[config.mk]
export PLATFORM = sky130hd
export DESIGN_NAME = camera_sync_core
export DESIGN_NICKNAME = d
export VERILOG_FILES = /design/src/rtl/camera_sync_pkg.sv /design/src/rtl/skew_measure.sv /design/src/rtl/camera_sync_core.sv
export SDC_FILE = /design/constraint.sdc
export NUM_CORES = 1
export LEC_CHECK = 0
export BUFFER_PORTS_ARGS = -buffer_cell sky130_fd_sc_hd__buf_2
export CORE_MARGIN = 1
export CORE_UTILIZATION = 54
export DETAILED_ROUTE_END_ITERATION = 10
export PLACE_DENSITY = 0.73
export RECOVER_POWER = 25
export SLEW_MARGIN = 20
export SYNTH_ARGS = -nofsm -noshare
export SYNTH_HDL_FRONTEND = slang
export SYNTH_SLANG_ARGS = --single-unit
[constraint.sdc]
create_clock -name pix_clk -period 2 [get_ports pix_clk]
set_input_delay 0.6 -clock pix_clk [delete_from_list [all_inputs] [get_ports pix_clk]]
set_output_delay 0.6 -clock pix_clk [all_outputs]
set_load 0.01 [all_outputs]
[src/rtl/camera_sync_pkg.sv]
// Shared types for the master/slave camera synchroniser.
// Holds FSM state encodings, the skew count type and its saturation value.
package camera_sync_pkg;

    typedef logic [7:0] count_t;

    localparam count_t SAT_COUNT = 8'd255;

    typedef enum logic [1:0] {
        MS_IDLE,
        MS_CNT_M,
        MS_CNT_S,
        MS_DONE
    } meas_state_t;

    typedef enum logic [2:0] {
        MA_WAIT_READY,
        MA_WAIT_ADC,
        MA_DELAY,
        MA_RST,
        MA_SAMPLE,
        MA_WAIT_ACK
    } master_state_t;

    typedef enum logic [2:0] {
        SL_IDLE,
        SL_ARMED,
        SL_RST,
        SL_SAMPLE,
        SL_RELEASE
    } slave_state_t;

    // Falling edge from a registered previous/current pair.
    function automatic logic fell(input logic prev, input logic cur);
        return prev & ~cur;
    endfunction

endpackage

[src/rtl/skew_measure.sv]
// Edge detectors for both ADC status pins plus the one-shot skew measurement.
// Ports: i_clk/i_rst, the two end_adc pins; outputs the falling-edge strobes,
// the registered slave level, and the latched skew (o_mismatch_delay,
// o_slave_leads, o_ready).
module skew_measure
    import camera_sync_pkg::*;
(
    input  logic   i_clk,
    input  logic   i_rst,
    input  logic   i_master_end_adc,
    input  logic   i_slave_end_adc,
    output logic   o_master_fall,
    output logic   o_slave_fall,
    output logic   o_slave_level,
    output count_t o_mismatch_delay,
    output logic   o_slave_leads,
    output logic   o_ready
);

    logic        r_m_cur;
    logic        r_m_prev;
    logic        r_s_cur;
    logic        r_s_prev;
    meas_state_t r_state;
    count_t      r_cnt;
    count_t      r_mis;
    logic        r_leads;
    logic        r_ready;

    logic        w_m_fall;
    logic        w_s_fall;
    logic        w_other_fall;

    // Pipes clear to 0 so a pin already low at reset release never
    // looks like a falling edge.
    assign w_m_fall = fell(r_m_prev, r_m_cur);
    assign w_s_fall = fell(r_s_prev, r_s_cur);

    // While counting, only the lagging camera's edge ends the measurement.
    assign w_other_fall = (r_state == MS_CNT_M) ? w_s_fall : w_m_fall;

    always_ff @(posedge i_clk) begin
        if (i_rst) begin
            r_m_cur  <= 1'b0;
            r_m_prev <= 1'b0;
            r_s_cur  <= 1'b0;
            r_s_prev <= 1'b0;
            r_state  <= MS_IDLE;
            r_cnt    <= '0;
            r_mis    <= '0;
            r_leads  <= 1'b0;
            r_ready  <= 1'b0;
        end else begin
            r_m_cur  <= i_master_end_adc;
            r_m_prev <= r_m_cur;
            r_s_cur  <= i_slave_end_adc;
            r_s_prev <= r_s_cur;

            unique case (r_state)
                MS_IDLE: begin
                    if (w_m_fall && w_s_fall) begin
                        r_mis   <= '0;
                        r_leads <= 1'b0;
                        r_ready <= 1'b1;
                        r_state <= MS_DONE;
                    end else if (w_m_fall) begin
                        r_cnt   <= '0;
                        r_state <= MS_CNT_M;
                    end else if (w_s_fall) begin
                        r_cnt   <= '0;
                        r_state <= MS_CNT_S;
                    end
                end
                MS_CNT_M, MS_CNT_S: begin
                    if (w_other_fall) begin
                        r_mis   <= r_cnt + 8'd1;
                        r_leads <= (r_state == MS_CNT_S);
                        r_ready <= 1'b1;
                        r_state <= MS_DONE;
                    end else if (r_cnt == SAT_COUNT - 8'd1) begin
                        // Other camera never answered; report full scale.
                        r_mis   <= SAT_COUNT;
                        r_leads <= (r_state == MS_CNT_S);
                        r_ready <= 1'b1;
                        r_state <= MS_DONE;
                    end else begin
                        r_cnt <= r_cnt + 8'd1;
                    end
                end
                MS_DONE: begin
                    r_state <= MS_DONE;
                end
                default: r_state <= MS_IDLE;
            endcase
        end
    end

    assign o_master_fall    = w_m_fall;
    assign o_slave_fall     = w_s_fall;
    assign o_slave_level    = r_s_cur;
    assign o_mismatch_delay = r_mis;
    assign o_slave_leads    = r_leads;
    assign o_ready          = r_ready;

endmodule

[src/rtl/camera_sync_core.sv]
// Master/slave image sensor synchroniser on a single pixel clock.
// Ports: pix_clk/rst_FSM; master/slave end_adc status pins; open-drain drives
// sync_req_n_o/ack_n_o with resolved levels sync_req_n_i/ack_n_i; camera
// rst/sample pulses; measured skew (mismatch_delay, slave_leads, ready).
module camera_sync_core
    import camera_sync_pkg::*;
#(
    parameter int RST_CYCLES    = 4,
    parameter int SAMPLE_CYCLES = 2,
    parameter int ACK_TIMEOUT   = 32
) (
    input  logic       pix_clk,
    input  logic       rst_FSM,
    input  logic       master_end_adc,
    input  logic       slave_end_adc,
    output logic       sync_req_n_o,
    input  logic       sync_req_n_i,
    output logic       ack_n_o,
    input  logic       ack_n_i,
    output logic       master_rst_cam,
    output logic       master_sample_cam,
    output logic       slave_rst_cam,
    output logic       slave_sample_cam,
    output logic [7:0] mismatch_delay,
    output logic       slave_leads,
    output logic       ready
);

    localparam int TO_W = $clog2(ACK_TIMEOUT + 1);

    localparam logic [3:0]      RST_LAST = 4'(RST_CYCLES - 1);
    localparam logic [3:0]      SMP_LAST = 4'(SAMPLE_CYCLES - 1);
    localparam logic [TO_W-1:0] TO_LAST  = TO_W'(ACK_TIMEOUT - 1);

    logic   w_m_fall;
    logic   w_s_fall;
    logic   w_s_level;
    count_t w_mis;
    logic   w_leads;
    logic   w_ready;
    count_t w_delay;

    logic r_req_q;
    logic r_ack_q;

    master_state_t   r_m_state;
    logic            r_m_rst;
    logic            r_m_smp;
    logic            r_req_n;
    logic [TO_W-1:0] r_to;
    logic [3:0]      r_m_cnt;
    count_t          r_dly;

    slave_state_t r_s_state;
    logic         r_s_rst;
    logic         r_s_smp;
    logic         r_ack_n;
    logic [3:0]   r_s_cnt;

    skew_measure u_skew (
        .i_clk            (pix_clk),
        .i_rst            (rst_FSM),
        .i_master_end_adc (master_end_adc),
        .i_slave_end_adc  (slave_end_adc),
        .o_master_fall    (w_m_fall),
        .o_slave_fall     (w_s_fall),
        .o_slave_level    (w_s_level),
        .o_mismatch_delay (w_mis),
        .o_slave_leads    (w_leads),
        .o_ready          (w_ready)
    );

    // A leading slave gets no extra wait; the master only delays
    // when it is the early camera.
    assign w_delay = w_leads ? '0 : w_mis;

    // Bus levels resolve off-chip; register them before use.
    always_ff @(posedge pix_clk) begin
        if (rst_FSM) begin
            r_req_q <= 1'b1;
            r_ack_q <= 1'b1;
        end else begin
            r_req_q <= sync_req_n_i;
            r_ack_q <= ack_n_i;
        end
    end

    always_ff @(posedge pix_clk) begin
        if (rst_FSM) begin
            r_m_state <= MA_WAIT_READY;
            r_m_rst   <= 1'b0;
            r_m_smp   <= 1'b0;
            r_req_n   <= 1'b1;
            r_to      <= '0;
            r_m_cnt   <= '0;
            r_dly     <= '0;
        end else begin
            // Request runs independently of the pulse phases: it ends
            // on ack or on timeout, whichever comes first.
            if (!r_req_n) begin
                if (!r_ack_q || r_to == TO_LAST) begin
                    r_req_n <= 1'b1;
                end else begin
                    r_to <= r_to + 1'b1;
                end
            end

            unique case (r_m_state)
                MA_WAIT_READY: begin
                    if (w_ready) begin
                        r_m_state <= MA_WAIT_ADC;
                    end
                end
                MA_WAIT_ADC: begin
                    if (w_m_fall) begin
                        if (w_delay == '0) begin
                            r_m_state <= MA_RST;
                            r_m_rst   <= 1'b1;
                            r_m_cnt   <= '0;
                            r_req_n   <= 1'b0;
                            r_to      <= '0;
                        end else begin
                            r_dly     <= w_delay;
                            r_m_state <= MA_DELAY;
                        end
                    end
                end
                MA_DELAY: begin
                    if (r_dly == 8'd1) begin
                        r_m_state <= MA_RST;
                        r_m_rst   <= 1'b1;
                        r_m_cnt   <= '0;
                        r_req_n   <= 1'b0;
                        r_to      <= '0;
                    end else begin
                        r_dly <= r_dly - 8'd1;
                    end
                end
                MA_RST: begin
                    if (r_m_cnt == RST_LAST) begin
                        r_m_rst   <= 1'b0;
                        r_m_smp   <= 1'b1;
                        r_m_cnt   <= '0;
                        r_m_state <= MA_SAMPLE;
                    end else begin
                        r_m_cnt <= r_m_cnt + 4'd1;
                    end
                end
                MA_SAMPLE: begin
                    if (r_m_cnt == SMP_LAST) begin
                        r_m_smp   <= 1'b0;
                        r_m_state <= MA_WAIT_ACK;
                    end else begin
                        r_m_cnt <= r_m_cnt + 4'd1;
                    end
                end
                MA_WAIT_ACK: begin
                    if (r_req_n) begin
                        r_m_state <= MA_WAIT_ADC;
                    end
                end
                default: r_m_state <= MA_WAIT_READY;
            endcase
        end
    end

    always_ff @(posedge pix_clk) begin
        if (rst_FSM) begin
            r_s_state <= SL_IDLE;
            r_s_rst   <= 1'b0;
            r_s_smp   <= 1'b0;
            r_ack_n   <= 1'b1;
            r_s_cnt   <= '0;
        end else begin
            unique case (r_s_state)
                SL_IDLE: begin
                    if (w_s_fall) begin
                        r_s_state <= SL_ARMED;
                    end
                end
                SL_ARMED: begin
                    if (!r_req_q) begin
                        r_s_state <= SL_RST;
                        r_s_rst   <= 1'b1;
                        r_ack_n   <= 1'b0;
                        r_s_cnt   <= '0;
                    end else if (w_s_level) begin
                        // Conversion ended without a request; stand down.
                        r_s_state <= SL_IDLE;
                    end
                end
                SL_RST: begin
                    if (r_s_cnt == RST_LAST) begin
                        r_s_rst   <= 1'b0;
                        r_s_smp   <= 1'b1;
                        r_s_cnt   <= '0;
                        r_s_state <= SL_SAMPLE;
                    end else begin
                        r_s_cnt <= r_s_cnt + 4'd1;
                    end
                end
                SL_SAMPLE: begin
                    if (r_s_cnt == SMP_LAST) begin
                        r_s_smp   <= 1'b0;
                        r_s_state <= SL_RELEASE;
                    end else begin
                        r_s_cnt <= r_s_cnt + 4'd1;
                    end
                end
                SL_RELEASE: begin
                    if (r_req_q) begin
                        r_ack_n   <= 1'b1;
                        r_s_state <= SL_IDLE;
                    end
                end
                default: r_s_state <= SL_IDLE;
            endcase
        end
    end

    assign sync_req_n_o      = r_req_n;
    assign ack_n_o           = r_ack_n;
    assign master_rst_cam    = r_m_rst;
    assign master_sample_cam = r_m_smp;
    assign slave_rst_cam     = r_s_rst;
    assign slave_sample_cam  = r_s_smp;
    assign mismatch_delay    = w_mis;
    assign slave_leads       = w_leads;
    assign ready             = w_ready;

endmodule

==> Implementation_results.wiki, run 1 <==
{| class="wikitable"
! Metric !! Value
|-
| Outcome || completed
|-
| Initial antenna violation count || 0
|-
| Worst setup path endpoint || r_m_cnt[3]
|-
| Std-Cell Core Area || between 5000 and 6000 µm²
|-
| Reg-to-reg setup timing slack || ~0.085 ns
|-
| Remaining routing DRC violations || 0
|-
| Power density normalized to cell area || roughly 1200 nW/µm²
|-
| Upper clock frequency limit || 0.522 GHz
|-
| Largest net degree at the start of global routing || 17
|-
| Most used DFF post-synth || sky130_fd_sc_hd__dfxtp_1
|-
| Effective utilization at floorplan || 56.7%
|-
| Type of destination of the critical path || flop
|-
| Combined area of the multi-input logic cells || ~1900 µm²
|-
| Gate count after technology mapping || roughly 370
|-
| Total number of cells along the worst setup path || 6
|-
| Clock-pin transition on the worst setup and hold timing paths || roughly 0.07 ns
|-
| Worst flop-to-flop path startpoint || u_skew.o_mismatch_delay[4]
|-
| Reg2Reg Depth || 6
|-
| Post-synth EDFFs || 0
|-
| Antenna Diode Count || 0
|-
| Worst vdd ir || about 0.58 mV
|-
| Count of boundary I/O pins || 22
|-
| CTS buffer count || 9
|-
| Time the worst path needs with I/O delays and setup || 1.92 ns
|-
| Setup Viol. Count Final || 0
|-
| Nets in the synthesized netlist || around 380
|-
| Clk_skew || between 0.007 and 0.008 ns
|-
| Root buffer cell || sky130_fd_sc_hd__clkbuf_8
|-
| Largest stage delay on the critical path || roughly 0.38 ns
|-
| Half-perimeter wire length of the detailed placement result || between 4000 and 5000 µm
|-
| Fin nets || between 400 and 500
|-
| Post-synthesis cell type count || 62
|-
| Count of buffers from port buffering || 21
|-
| Kind of cell adding the most delay to the critical path || simple AND/OR/NAND/NOR gates
|-
| # rows || 27
|-
| Number of buffers and inverters on the critical path || 1
|-
| Fraction of registers with async set or reset after synthesis || 0%
|-
| Number of placed instances, taps included || 466
|-
| Synthesized area per cell || around 8.7 µm²
|-
| R2R Path End || r_m_cnt[3]
|-
| Die boundary height || between 70 and 80 µm
|-
| Static leakage || roughly 1.4 nW
|-
| Post-synth top area share || between 30 and 40%
|-
| Post-detailed-route count of antenna-violating nets || 0
|-
| Maximum buffer depth of the clock tree || 2
|-
| CP Max Fanout || 4
|-
| Number of non-filler instances in the completed layout || roughly 480
|-
| Max-Cap Viols || 0
|-
| Fraction of final layout cells with drive strength greater than 1 || between 10% and 20%
|-
| Fin. max-slew vios || 0
|-
| Average wire per cell in the routed design || around 14 µm
|-
| Cell Area, Synth || about 3200 µm²
|-
| Critical-path cell list || nor4_1 > buf_4 > and4b_1 > o211ai_2 > or3_1 > a211oi_2
|-
| TritonCTS clock tree || built
|-
| Arr. time, crit path || around 2.2 ns
|-
| Global-route wire length before repair || 11500 µm
|-
| Via count of the first global-routing pass || ~2600
|-
| Global route total overflow || 0
|-
| Via density || 5.67
|-
| Relative slew margins || 46.9%
|-
| Number of optimization iterations in the first detailed-route pass || 4
|-
| Leading post-synthesis cells by cell area || sky130_fd_sc_hd__dfxtp_1 38%, sky130_fd_sc_hd__ha_1 5.1%, sky130_fd_sc_hd__a21oi_1 4.6%, sky130_fd_sc_hd__o21ai_0 3.8%, sky130_fd_sc_hd__nor2_1 3.3%
|-
| Number of vias in the routed layout || approximately 2700
|-
| Filler cell count in the final layout || between 400 and 500
|-
| Period utilisation layout || a little over nine tenths
|-
| Worst slew pin tran || roughly 0.8 ns
|-
| Initial detailed-routing violation count || 93
|-
| Data required time of the worst path || ~2.3 ns
|-
| Register bit total from synthesis || 60
|-
| Floorplan die width || approximately 80 µm
|-
| Worst path slowest cell || sky130_fd_sc_hd__or3_1
|-
| Final count of hold timing violations || 0
|-
| Setup TNS || 0 ns
|-
| Category of the worst setup path launch point || flop
|-
| Deepest level of the CTS H-tree || 3
|-
| Critical path origin || u_skew.o_mismatch_delay[4]
|-
| Final routed wirelength across all metal layers || a little under 7000 µm
|-
| Classification of the worst-slack hold path || in2reg
|-
| Part of the Yosys area used for sequential elements || 37.8%
|-
| Total die area || between 6000 and 7000 µm²
|-
| Post-CTS setup-driven buffer insertion count || 0
|-
| Area overhead of the layout relative to synthesis || 16.2%
|-
| Final RePlAce weighted congestion || 0.836
|-
| Clock latency reported for the late side of the worst-skew pair || 0.34 ns
|-
| Total of warnings raised by yosys || 0
|-
| Global Route Usage Sum || a little under a quarter
|-
| Startpoint-to-endpoint class of the critical path || reg2reg
|-
| Power after layout || 4.31 mW
|-
| Total area of sequential cells || approximately 1200 µm²
|-
| CTS sink cnt || 60
|-
| Library cell with the largest summed area after synthesis || sky130_fd_sc_hd__dfxtp_1
|}
-- registers in the layout, summed over array words and instances (netlist names), 2 cells and up --
signal	flops
r_m_cnt	4
u_skew.r_cnt	8
r_m_state	3
r_s_cnt	4
r_s_state	3
u_skew.r_state	2
r_dly	8
u_skew.o_mismatch_delay	8
r_to	6
-- repair_timing --
| action | 4_1_cts | 5_1_grt |
|---|---|---|
| endpoints found under the setup margin | 1 | 8 |
| hold buffers | 0 | 0 |
| endpoints found under the hold margin | 0 | 0 |
| resized for setup | 1 | 9 |
| pin swaps | 0 | 3 |
-- worst min path at each step --
stage / from / to / slack [ns] / cells after the start
after floorplan: u_skew.r_m_cur / u_skew.r_m_prev / 0.44 / 1
after global placement: u_skew.r_m_cur / u_skew.r_m_prev / 0.46 / 1
after detailed placement: u_skew.r_m_cur / u_skew.r_m_prev / 0.48 / 1
after CTS: sync_req_n_i / r_req_q / 0.42 / 2
after global routing: sync_req_n_i / r_req_q / 0.44 / 2
final: sync_req_n_i / r_req_q / 0.44 / 2
-- layout make-up --
cell class	count	share of cell area (%)
well taps	72	2.44
clock buffers	9	3.35
clock inverters	7	1.83
multi-input cells	279	51.6
repair buffers	43	7.01
inverters	12	1.22
flip-flops and latches	60	32.6
-- cell usage after synthesis (3+ instances only) --
| master | n |
|---|---|
| sky130_fd_sc_hd__dfxtp_1 | 60 |
| sky130_fd_sc_hd__a21oi_1 | 29 |
| sky130_fd_sc_hd__nor2_1 | 28 |
| sky130_fd_sc_hd__nand2_1 | 27 |
| sky130_fd_sc_hd__o21ai_0 | 24 |
| sky130_fd_sc_hd__ha_1 | 13 |
| sky130_fd_sc_hd__nand3_1 | 13 |
| sky130_fd_sc_hd__nor3_1 | 13 |
| sky130_fd_sc_hd__inv_1 | 12 |
| sky130_fd_sc_hd__nor3b_1 | 11 |
| sky130_fd_sc_hd__clkbuf_1 | 10 |
| sky130_fd_sc_hd__nor2b_1 | 8 |
| sky130_fd_sc_hd__xor2_1 | 8 |
| sky130_fd_sc_hd__a22o_1 | 7 |
| sky130_fd_sc_hd__nand2b_1 | 7 |
| sky130_fd_sc_hd__o2bb2ai_1 | 7 |
| sky130_fd_sc_hd__mux2i_1 | 6 |
| sky130_fd_sc_hd__nand3b_1 | 5 |
| sky130_fd_sc_hd__xnor2_1 | 5 |
| sky130_fd_sc_hd__a21o_1 | 4 |
| sky130_fd_sc_hd__and3_1 | 4 |
| sky130_fd_sc_hd__nor4_1 | 4 |
| sky130_fd_sc_hd__or2_2 | 4 |
| sky130_fd_sc_hd__a211oi_1 | 3 |
| sky130_fd_sc_hd__buf_2 | 3 |
| sky130_fd_sc_hd__nand4_1 | 3 |
-- routing by layer --
metal,GRT usage (%),vias to the layer above,share of wire [%]
met4,10.6,0,2.1
met2,39.1,39,47
met5,0,-,0
met3,4.94,15,2.8
met1,29.3,1266,48
li1,-,1413,-
-- worst reg2reg max path, cell delays in order, from the launching register on --
cell and delay (ns):
sky130_fd_sc_hd__dfxtp_1 0.34, sky130_fd_sc_hd__nor4_1 0.32, sky130_fd_sc_hd__buf_4 0.18, sky130_fd_sc_hd__and4b_1 0.24, sky130_fd_sc_hd__o211ai_2 0.12, sky130_fd_sc_hd__or3_1 0.38, sky130_fd_sc_hd__a211oi_2 0.24
-- power by group --
part	internal (mW)	switching [mW]	total, mW
combinational	0.754	0.970	1.72
sequential	1.35	0.164	1.52
clock	0.567	0.499	1.07
-- cell families after synthesis --
kind of cell | after synthesis | synth area share [%]
mux | 8 | 2.60
buf+inv | 26 | 3.30
compound gates | 102 | 21.9
flops | 60 | 37.8
fa+ha+maj | 13 | 5.11
xor+xnor | 13 | 3.58
simple gates | 143 | 25.7
-- layout by cell type, fill, tap and decap left out, drive strengths merged, types with 3 or more instances in the layout --
| master | n |
|---|---|
| nor2 | 28 |
| nor4 | 5 |
| a21o | 4 |
| o2bb2ai | 7 |
| dfxtp | 60 |
| nand3b | 5 |
| a21oi | 32 |
| clkbuf | 18 |
| xnor2 | 5 |
| and3 | 4 |
| xor2 | 8 |
| o21ai | 24 |
| a211oi | 5 |
| nand2b | 7 |
| inv | 12 |
| buf | 34 |
| nand3 | 13 |
| nor3 | 14 |
| clkinv | 3 |
| or2 | 4 |
| nor2b | 8 |
| a22o | 7 |
| nand4 | 3 |
| nor3b | 12 |
| ha | 13 |
| mux2i | 6 |
| clkinvlp | 3 |
| nand2 | 27 |
-- metrics by stage --
stage	utilization [%]	setup WS (ns)	hold WS (ns)	instance area (µm²)
floorplan	-	0.0804	0.444	3180
global placement	62.1	0.0446	0.464	3480
detailed placement	62.1	0.00535	0.481	3480
CTS	65.5	0.0182	0.424	3670
global route	65.9	-0.0183	0.439	3700
finish	65.9	0.0849	0.436	3700
Power figures use the tool's default switching activity.
==> inputs of run 2 (changes only) <==
Settings changed: ABC_AREA set to 1, CORE_ASPECT_RATIO set to 1.75, CORE_UTILIZATION 54 to 55, PLACE_DENSITY 0.73 to 0.74.
==> run 2 against run 1 <==
- wire length rose by 2.0%
- non-clock buffer count decreased by 21
- setup slack gained 0.20 ns
- die area up 4.3%
- largest power group unchanged
- register-to-register slack improved by 0.20 ns
- cell area is 0.17% higher
- critical path type unchanged
- cell count is 22% higher
==> Implementation_results.wiki, run 2 <==
{| class="wikitable"
! Metric !! Value
|-
| Category of the worst setup path launch point || flop (unchanged)
|-
| Final RePlAce weighted congestion || 0.885 (was 0.836)
|-
| CP Max Fanout || 8 (was 4)
|-
| Power after layout || 4.53 mW (was 4.31 mW)
|-
| Synthesized area per cell || 6.97 µm² (was 8.72 µm²)
|-
| Root buffer cell || sky130_fd_sc_hd__clkbuf_8 (unchanged)
|-
| Final count of hold timing violations || 0 (unchanged)
|-
| CTS sink cnt || 60 (unchanged)
|-
| Half-perimeter wire length of the detailed placement result || 5160 µm (was 4940 µm)
|-
| Time the worst path needs with I/O delays and setup || 1.71 ns (was 1.92 ns)
|-
| Global Route Usage Sum || 23.9% (was 23.6%)
|-
| Period utilisation layout || 85.6% (was 95.8%)
|-
| Clock-pin transition on the worst setup and hold timing paths || 0.07 ns (about the same)
|-
| Count of instances resized after the clock tree is built || 0 (was 1)
|-
| Type of destination of the critical path || flop (unchanged)
|-
| Post-synthesis cell type count || 39 (was 62)
|-
| Final WS setup || 0.289 ns (was 0.0849 ns)
|-
| Maximum buffer depth of the clock tree || 2 (unchanged)
|-
| Clock latency reported for the late side of the worst-skew pair || 0.35 ns (was 0.34 ns)
|-
| Fraction of registers with async set or reset after synthesis || 0% (unchanged)
|-
| Number of non-filler instances in the completed layout || 589 (was 482)
|-
| Max-Cap Viols || 0 (unchanged)
|-
| Largest stage delay on the critical path || 0.41 ns (was 0.38 ns)
|-
| Filler cell count in the final layout || 583 (was 473)
|-
| # rows || 37 (was 27)
|-
| Initial detailed-routing violation count || 140 (was 93)
|-
| Cell Area, Synth || 3380 µm² (was 3180 µm²)
|-
| Post-detailed-route count of antenna-violating nets || 0 (unchanged)
|-
| Global route total overflow || 0 (unchanged)
|-
| Most frequently used cell type in the post-synthesis netlist || sky130_fd_sc_hd__nand2_1 (was sky130_fd_sc_hd__dfxtp_1)
|-
| Setup Viol. Count Final || 0 (unchanged)
|-
| Most used DFF post-synth || sky130_fd_sc_hd__dfxtp_1 (unchanged)
|-
| Average wire per cell in the routed design || 11.8 µm (was 14.2 µm)
|-
| Finished layout cell area || 3700 µm² (about the same)
|-
| Number of vias in the routed layout || 3056 (was 2733)
|-
| Worst vdd ir || 0.745 mV (was 0.579 mV)
|-
| Library cell with the largest summed area after synthesis || sky130_fd_sc_hd__dfxtp_1 (unchanged)
|-
| Fin. max-slew vios || 0 (unchanged)
|-
| Gate count after technology mapping || 484 (was 365)
|-
| Kind of cell adding the most delay to the critical path || simple AND/OR/NAND/NOR gates (unchanged)
|-
| Hold slack || 0.436 ns (about the same)
|-
| Via count of the first global-routing pass || 2803 (was 2604)
|-
| Combined area of the multi-input logic cells || 1900 µm² (was 1910 µm²)
|-
| Critical-path cell list || inv_1 > ha_1 > nand2_1 > o21ai_2 > nand2_1 > nand2_1 > nor2b_1 > nand2_1 > a21oi_1 (was nor4_1 > buf_4 > and4b_1 > o211ai_2 > or3_1 > a211oi_2)
|-
| Hold buffer count at CTS || 0 (unchanged)
|-
| Unrepaired setup endpoints after global routing || false
|-
| Final routed wirelength across all metal layers || 6960 µm (was 6820 µm)
|-
| Startpoint-to-endpoint class of the critical path || reg2reg (unchanged)
|-
| Post-synth EDFFs || 0 (unchanged)
|-
| Via density || 5.19 (was 5.67)
|-
| Post-CTS setup-driven buffer insertion count || 0 (unchanged)
|-
| Total die area || 6470 µm² (was 6200 µm²)
|-
| Outcome || completed (unchanged)
|-
| Register bit total from synthesis || 60 (unchanged)
|-
| Deepest level of the CTS H-tree || 3 (unchanged)
|-
| Placed instance area || 3530 µm² (was 3480 µm²)
|-
| Initial antenna violation count || 0 (unchanged)
|-
| Number of optimization iterations in the first detailed-route pass || 4 (unchanged)
|-
| Final core occ || 63.0% (was 65.9%)
|-
| Fraction of final layout cells with drive strength greater than 1 || 16.4% (was 19.0%)
|-
| Leading post-synthesis cells by cell area || sky130_fd_sc_hd__dfxtp_1 36%, sky130_fd_sc_hd__nand2_1 14%, sky130_fd_sc_hd__nand3_1 5.5%, sky130_fd_sc_hd__a21oi_1 5.3%, sky130_fd_sc_hd__nor2_1 5.2% (was sky130_fd_sc_hd__dfxtp_1 38%, sky130_fd_sc_hd__ha_1 5.1%, sky130_fd_sc_hd__a21oi_1 4.6%, sky130_fd_sc_hd__o21ai_0 3.8%, sky130_fd_sc_hd__nor2_1 3.3%)
|-
| Most common library cells after synthesis || 127 x sky130_fd_sc_hd__nand2_1, 60 x sky130_fd_sc_hd__dfxtp_1, 47 x sky130_fd_sc_hd__nor2_1, 43 x sky130_fd_sc_hd__inv_1, 37 x sky130_fd_sc_hd__nand3_1 (was 60 x sky130_fd_sc_hd__dfxtp_1, 29 x sky130_fd_sc_hd__a21oi_1, 28 x sky130_fd_sc_hd__nor2_1, 27 x sky130_fd_sc_hd__nand2_1, 24 x sky130_fd_sc_hd__o21ai_0)
|-
| Power density normalized to cell area || 1220 nW/µm² (was 1160 nW/µm²)
|-
| Number of placed instances, taps included || 573 (was 466)
|-
| Arr. time, crit path || 1.98 ns (was 2.17 ns)
|-
| Die boundary height || 106 µm (was 78.8 µm)
|-
| Upper clock frequency limit || 0.584 GHz (was 0.522 GHz)
|-
| Total of warnings raised by yosys || 0 (unchanged)
|-
| Relative slew margins || 49.7% (was 46.9%)
|-
| Part of the Yosys area used for sequential elements || 35.6% (was 37.8%)
|-
| Std-Cell Core Area || 5880 µm² (was 5610 µm²)
|-
| Global-route wire length before repair || 11600 µm (was 11500 µm)
|-
| CTS buffer count || 9 (unchanged)
|-
| Antenna Diode Count || 0 (unchanged)
|-
| Placement-stage worst setup slack || 0.290 ns (was 0.00535 ns)
|-
| TritonCTS clock tree || built (unchanged)
|-
| Clk_skew || 0.00855 ns (was 0.00782 ns)
|-
| Setup TNS || 0 ns (unchanged)
|-
| Leading cell type in the layout, fill and taps excluded || sky130_fd_sc_hd__nand2_1 (was sky130_fd_sc_hd__dfxtp_1)
|-
| Post-synth top area share || 35.6% (was 37.8%)
|-
| Total area of sequential cells || 1200 µm² (about the same)
|-
| Data required time of the worst path || 2.27 ns (was 2.25 ns)
|-
| Count of boundary I/O pins || 22 (unchanged)
|-
| Largest net degree at the start of global routing || 34 (was 17)
|-
| Commonest cells after routing, fill and taps aside || 127 x sky130_fd_sc_hd__nand2_1, 60 x sky130_fd_sc_hd__dfxtp_1, 47 x sky130_fd_sc_hd__nor2_1, 44 x sky130_fd_sc_hd__inv_1, 37 x sky130_fd_sc_hd__nand3_1 (was 58 x sky130_fd_sc_hd__dfxtp_1, 29 x sky130_fd_sc_hd__a21oi_1, 28 x sky130_fd_sc_hd__nor2_1, 27 x sky130_fd_sc_hd__nand2_1, 23 x sky130_fd_sc_hd__o21ai_0)
|-
| Worst path slowest cell || sky130_fd_sc_hd__nor2b_1 (was sky130_fd_sc_hd__or3_1)
|-
| Number of buffers and inverters on the critical path || 1 (unchanged)
|-
| Floorplan die width || 61.2 µm (was 78.8 µm)
|-
| Remaining routing DRC violations || 0 (unchanged)
|-
| Fin nets || 525 (was 424)
|-
| Area overhead of the layout relative to synthesis || 9.71% (was 16.2%)
|-
| Classification of the worst-slack hold path || in2reg (unchanged)
|-
| Count of buffers from port buffering || 21 (unchanged)
|-
| Effective utilization at floorplan || 57.4% (was 56.7%)
|-
| Worst slew pin tran || 0.754 ns (was 0.797 ns)
|-
| CP dominant cell by count || sky130_fd_sc_hd__nand2_1
|-
| Nets in the synthesized netlist || 503 (was 384)
|-
| Static leakage || 1.60 nW (was 1.40 nW)
|}
==> run 2: cells by family (layout without fill, tap and decap cells) <==
kind of cell,count (synthesis),count (layout),synth area share [%]
AOI/OAI and AO/OA,73,73,12.1
xor gates and xnor gates,11,11,2.85
adders and majority gates,13,13,4.82
buffers and inverters,68,95,8.08
DFF,60,60,35.6
and+or+nand+nor,259,259,36.5
==> run 2: cell type report <==
type | instances | share of cell area, %
sequential | 60 | 32.4
clock buffer | 12 | 4.46
timing repair buffer | 22 | 2.74
inverter | 57 | 5.78
multi-input combinational | 356 | 51.4
clock inverter | 4 | 0.608
tap | 78 | 2.64
==> run 2: final timing paths <==
path,slack (ns),endpoint,cells after the start,startpoint
worst min-delay path,0.44,r_req_q,2,sync_req_n_i
worst max register to register,0.29,u_skew.o_mismatch_delay[1],9,u_skew.r_state[1]
worst max-delay path,0.29,u_skew.o_mismatch_delay[1],9,u_skew.r_state[1]
worst min register to register,0.44,u_skew.r_m_prev,2,u_skew.r_m_cur
==> run 2: report_power, final <==
part           leakage [nW]  switching (mW)  internal [mW]
registers             0.488           0.197           1.39
logic                  1.02            1.24          0.674
clock network        0.0982           0.481          0.544
==> run 2: per-layer routing <==
layer  up-vias  global-route usage (%)  wire, µm
li1       1599                       -         -
met1      1386                    25.4      2890
met2        53                    39.6      3640
met3        18                    6.26       199
met4         0                    15.6       238
met5         -                       0         0
==> inputs of run 3 (changes only) <==
Settings changed: ABC_AREA 1 to not set, CELL_PAD_IN_SITES_DETAIL_PLACEMENT set to 0, CELL_PAD_IN_SITES_GLOBAL_PLACEMENT set to 1, CORE_UTILIZATION 55 to 41, PLACE_DENSITY 0.74 to 0.73.
==> run 3 against run 2 <==
- global-route usage fell by 2.7 points
- critical path depth decreased by 2
- clock skew shrank 0.0036 ns
- via count down 6.8%
- critical path type unchanged
- largest power group is now the clock network
- setup slack got worse by 0.20 ns
- cell count fell by 13%
- clock-buffer cell count shrank 3
==> Implementation_results.wiki, run 3 (same netlist as run 1, synthesis figures left out) <==
{| class="wikitable"
! Metric !! Value
|-
| Outcome || completed (unchanged)
|-
| Count of buffers from port buffering || 21 (unchanged)
|-
| Classification of the worst-slack hold path || in2reg (unchanged)
|-
| Period utilisation layout || 95.4% (was 85.6%)
|-
| Via count of the first global-routing pass || 2867 (was 2803)
|-
| Fin. max-slew vios || 0 (unchanged)
|-
| Fin nets || 437 (was 525)
|-
| # rows || 42 (was 37)
|-
| Clock latency reported for the late side of the worst-skew pair || 0.33 ns (was 0.35 ns)
|-
| Number of optimization iterations in the first detailed-route pass || 7 (was 4)
|-
| Relative slew margins || 70.7% (was 49.7%)
|-
| Static leakage || 1.56 nW (was 1.60 nW)
|-
| Root buffer cell || sky130_fd_sc_hd__clkbuf_16 (was sky130_fd_sc_hd__clkbuf_8)
|-
| Type of destination of the critical path || flop (unchanged)
|-
| Setup TNS || 0 ns (unchanged)
|-
| Antenna Diode Count || 0 (unchanged)
|-
| Power density normalized to cell area || 1340 nW/µm² (was 1220 nW/µm²)
|-
| Die boundary height || 119 µm (was 106 µm)
|-
| Leading cell type in the layout, fill and taps excluded || sky130_fd_sc_hd__dfxtp_1 (was sky130_fd_sc_hd__nand2_1)
|-
| Post-detailed-route count of antenna-violating nets || 0 (unchanged)
|-
| Worst flop-to-flop path startpoint || r_m_cnt[1] (was u_skew.r_state[1])
|-
| Data required time of the worst path || 2.22 ns (was 2.27 ns)
|-
| Global Route Usage Sum || 21.2% (was 23.9%)
|-
| Final WS setup || 0.0926 ns (was 0.289 ns)
|-
| Worst path slowest cell || sky130_fd_sc_hd__or4b_4 (was sky130_fd_sc_hd__nor2b_1)
|-
| Unrepaired setup endpoints after global routing || true (was false)
|-
| Final RePlAce weighted congestion || 0.847 (was 0.885)
|-
| CP Max Fanout || 4 (was 8)
|-
| Finished layout cell area || 4010 µm² (was 3700 µm²)
|-
| Upper clock frequency limit || 0.524 GHz (was 0.584 GHz)
|-
| Maximum buffer depth of the clock tree || 2 (unchanged)
|-
| Area overhead of the layout relative to synthesis || 26.2% (was 9.71%)
|-
| Placed instance area || 3600 µm² (was 3530 µm²)
|-
| Global route total overflow || 0 (unchanged)
|-
| Number of buffers and inverters on the critical path || 1 (unchanged)
|-
| Clock-pin transition on the worst setup and hold timing paths || 0.05 ns (was 0.07 ns)
|-
| Startpoint-to-endpoint class of the critical path || reg2reg (unchanged)
|-
| Number of vias in the routed layout || 2848 (was 3056)
|-
| Effective utilization at floorplan || 42.3% (was 57.4%)
|-
| Remaining routing DRC violations || 0 (unchanged)
|-
| Count of boundary I/O pins || 22 (unchanged)
|-
| Filler cell count in the final layout || 739 (was 583)
|-
| Setup Viol. Count Final || 0 (unchanged)
|-
| Floorplan die width || 68.6 µm (was 61.2 µm)
|-
| Total die area || 8130 µm² (was 6470 µm²)
|-
| Start point of the worst min-delay path || sync_req_n_i (unchanged)
|-
| Arr. time, crit path || 2.12 ns (was 1.98 ns)
|-
| Global-route wire length before repair || 12900 µm (was 11600 µm)
|-
| Std-Cell Core Area || 7510 µm² (was 5880 µm²)
|-
| Largest net degree at the start of global routing || 41 (was 34)
|-
| Reg2Reg Depth || 7 (was 9)
|-
| Worst vdd ir || 0.678 mV (was 0.745 mV)
|-
| TritonCTS clock tree || built (unchanged)
|-
| Reg-to-reg setup timing slack || 0.09 ns (was 0.29 ns)
|-
| Initial antenna violation count || 0 (unchanged)
|-
| Placement-stage worst setup slack || -0.0237 ns (was 0.290 ns)
|-
| Hold buffer count at CTS || 0 (unchanged)
|-
| R2R Path End || r_m_state[1] (was u_skew.o_mismatch_delay[1])
|-
| Largest stage delay on the critical path || 0.46 ns (was 0.41 ns)
|-
| Clk_skew || 0.00495 ns (was 0.00855 ns)
|-
| Half-perimeter wire length of the detailed placement result || 5580 µm (was 5160 µm)
|-
| Average wire per cell in the routed design || 14.9 µm (was 11.8 µm)
|-
| Commonest cells after routing, fill and taps aside || 57 x sky130_fd_sc_hd__dfxtp_1, 33 x sky130_fd_sc_hd__buf_4, 29 x sky130_fd_sc_hd__a21oi_1, 28 x sky130_fd_sc_hd__nor2_1, 27 x sky130_fd_sc_hd__nand2_1 (was 127 x sky130_fd_sc_hd__nand2_1, 60 x sky130_fd_sc_hd__dfxtp_1, 47 x sky130_fd_sc_hd__nor2_1, 44 x sky130_fd_sc_hd__inv_1, 37 x sky130_fd_sc_hd__nand3_1)
|-
| Final count of hold timing violations || 0 (unchanged)
|-
| Critical-path cell list || inv_2 > ha_4 > or4b_4 > a41oi_2 > nor3b_4 > o21ai_0 > a32o_1 (was inv_1 > ha_1 > nand2_1 > o21ai_2 > nand2_1 > nand2_1 > nor2b_1 > nand2_1 > a21oi_1)
|-
| Max-Cap Viols || 0 (unchanged)
|-
| Initial detailed-routing violation count || 118 (was 140)
|-
| CTS sink cnt || 60 (unchanged)
|-
| Category of the worst setup path launch point || flop (unchanged)
|-
| Via density || 5.57 (was 5.19)
|-
| Fraction of final layout cells with drive strength greater than 1 || 21.0% (was 16.4%)
|-
| Hold Path Stages || 2 (unchanged)
|-
| CTS buffer count || 9 (unchanged)
|-
| Kind of cell adding the most delay to the critical path || simple AND/OR/NAND/NOR gates (unchanged)
|-
| Deepest level of the CTS H-tree || 3 (unchanged)
|-
| Worst slew pin tran || 0.434 ns (was 0.754 ns)
|-
| Final routed wirelength across all metal layers || 7620 µm (was 6960 µm)
|-
| Hold worst-path end || r_req_q (unchanged)
|-
| Time the worst path needs with I/O delays and setup || 1.91 ns (was 1.71 ns)
|-
| Hold slack || 0.453 ns (was 0.436 ns)
|}
run 3: worst max-delay path by stage:
stage | startpoint | to | slack, ns | depth (start not counted)
2_1_floorplan | r_m_cnt[0] | r_m_state[1] | 0.08 | 6
3_3_place_gp | r_m_cnt[1] | r_m_state[1] | 0.06 | 7
3_5_place_dp | r_m_cnt[1] | r_m_state[1] | -0.02 | 7
4_1_cts | r_m_cnt[1] | r_m_state[1] | 0.02 | 7
5_1_grt | r_m_cnt[1] | r_m_state[0] | -0.01 | 8
6_report | r_m_cnt[1] | r_m_state[1] | 0.09 | 7
run 3: power by group:
group | internal, mW | switching, mW
Clock | 1.47 | 0.555
Combinational | 0.818 | 1.01
Sequential | 1.36 | 0.165
run 3: timing repair:
| action | in CTS | in global routing |
|---|---|---|
| pin swaps | 0 | 2 |
| gates resized for setup | 0 | 8 |
| endpoints found under the setup margin | 1 | 7 |
| setup buffers | 2 | 0 |
| cloned | 0 | 0 |
run 3: per-layer routing:
layer	part of all wire, %	vias to the layer above	GRT usage (%)
met3	2.2	17	5.69
met5	0	-	0
met1	40	1347	21.9
met4	3.1	0	10.4
met2	54	39	37.2
li1	-	1445	-
run 3: final cells by class:
type | count | area, µm² | area share (%)
sequential | 60 | 1200 | 30.0
multi-input combinational | 279 | 1900 | 47.4
inverter | 12 | 45.0 | 1.12
tap | 88 | 110 | 2.74
clock buffer | 9 | 225 | 5.61
clock inverter | 7 | 163 | 4.05
timing repair buffer | 56 | 365 | 9.10
run 3: through the flow:
step                      std cells  total power, mW  utilization [%]
after floorplan                 365             2.73                -
after global placement          493             3.28             47.9
after detailed placement        493             3.29             47.9
after CTS                       511             5.40             53.2
after global routing            511             5.72             53.4
final                           511             5.37             53.4
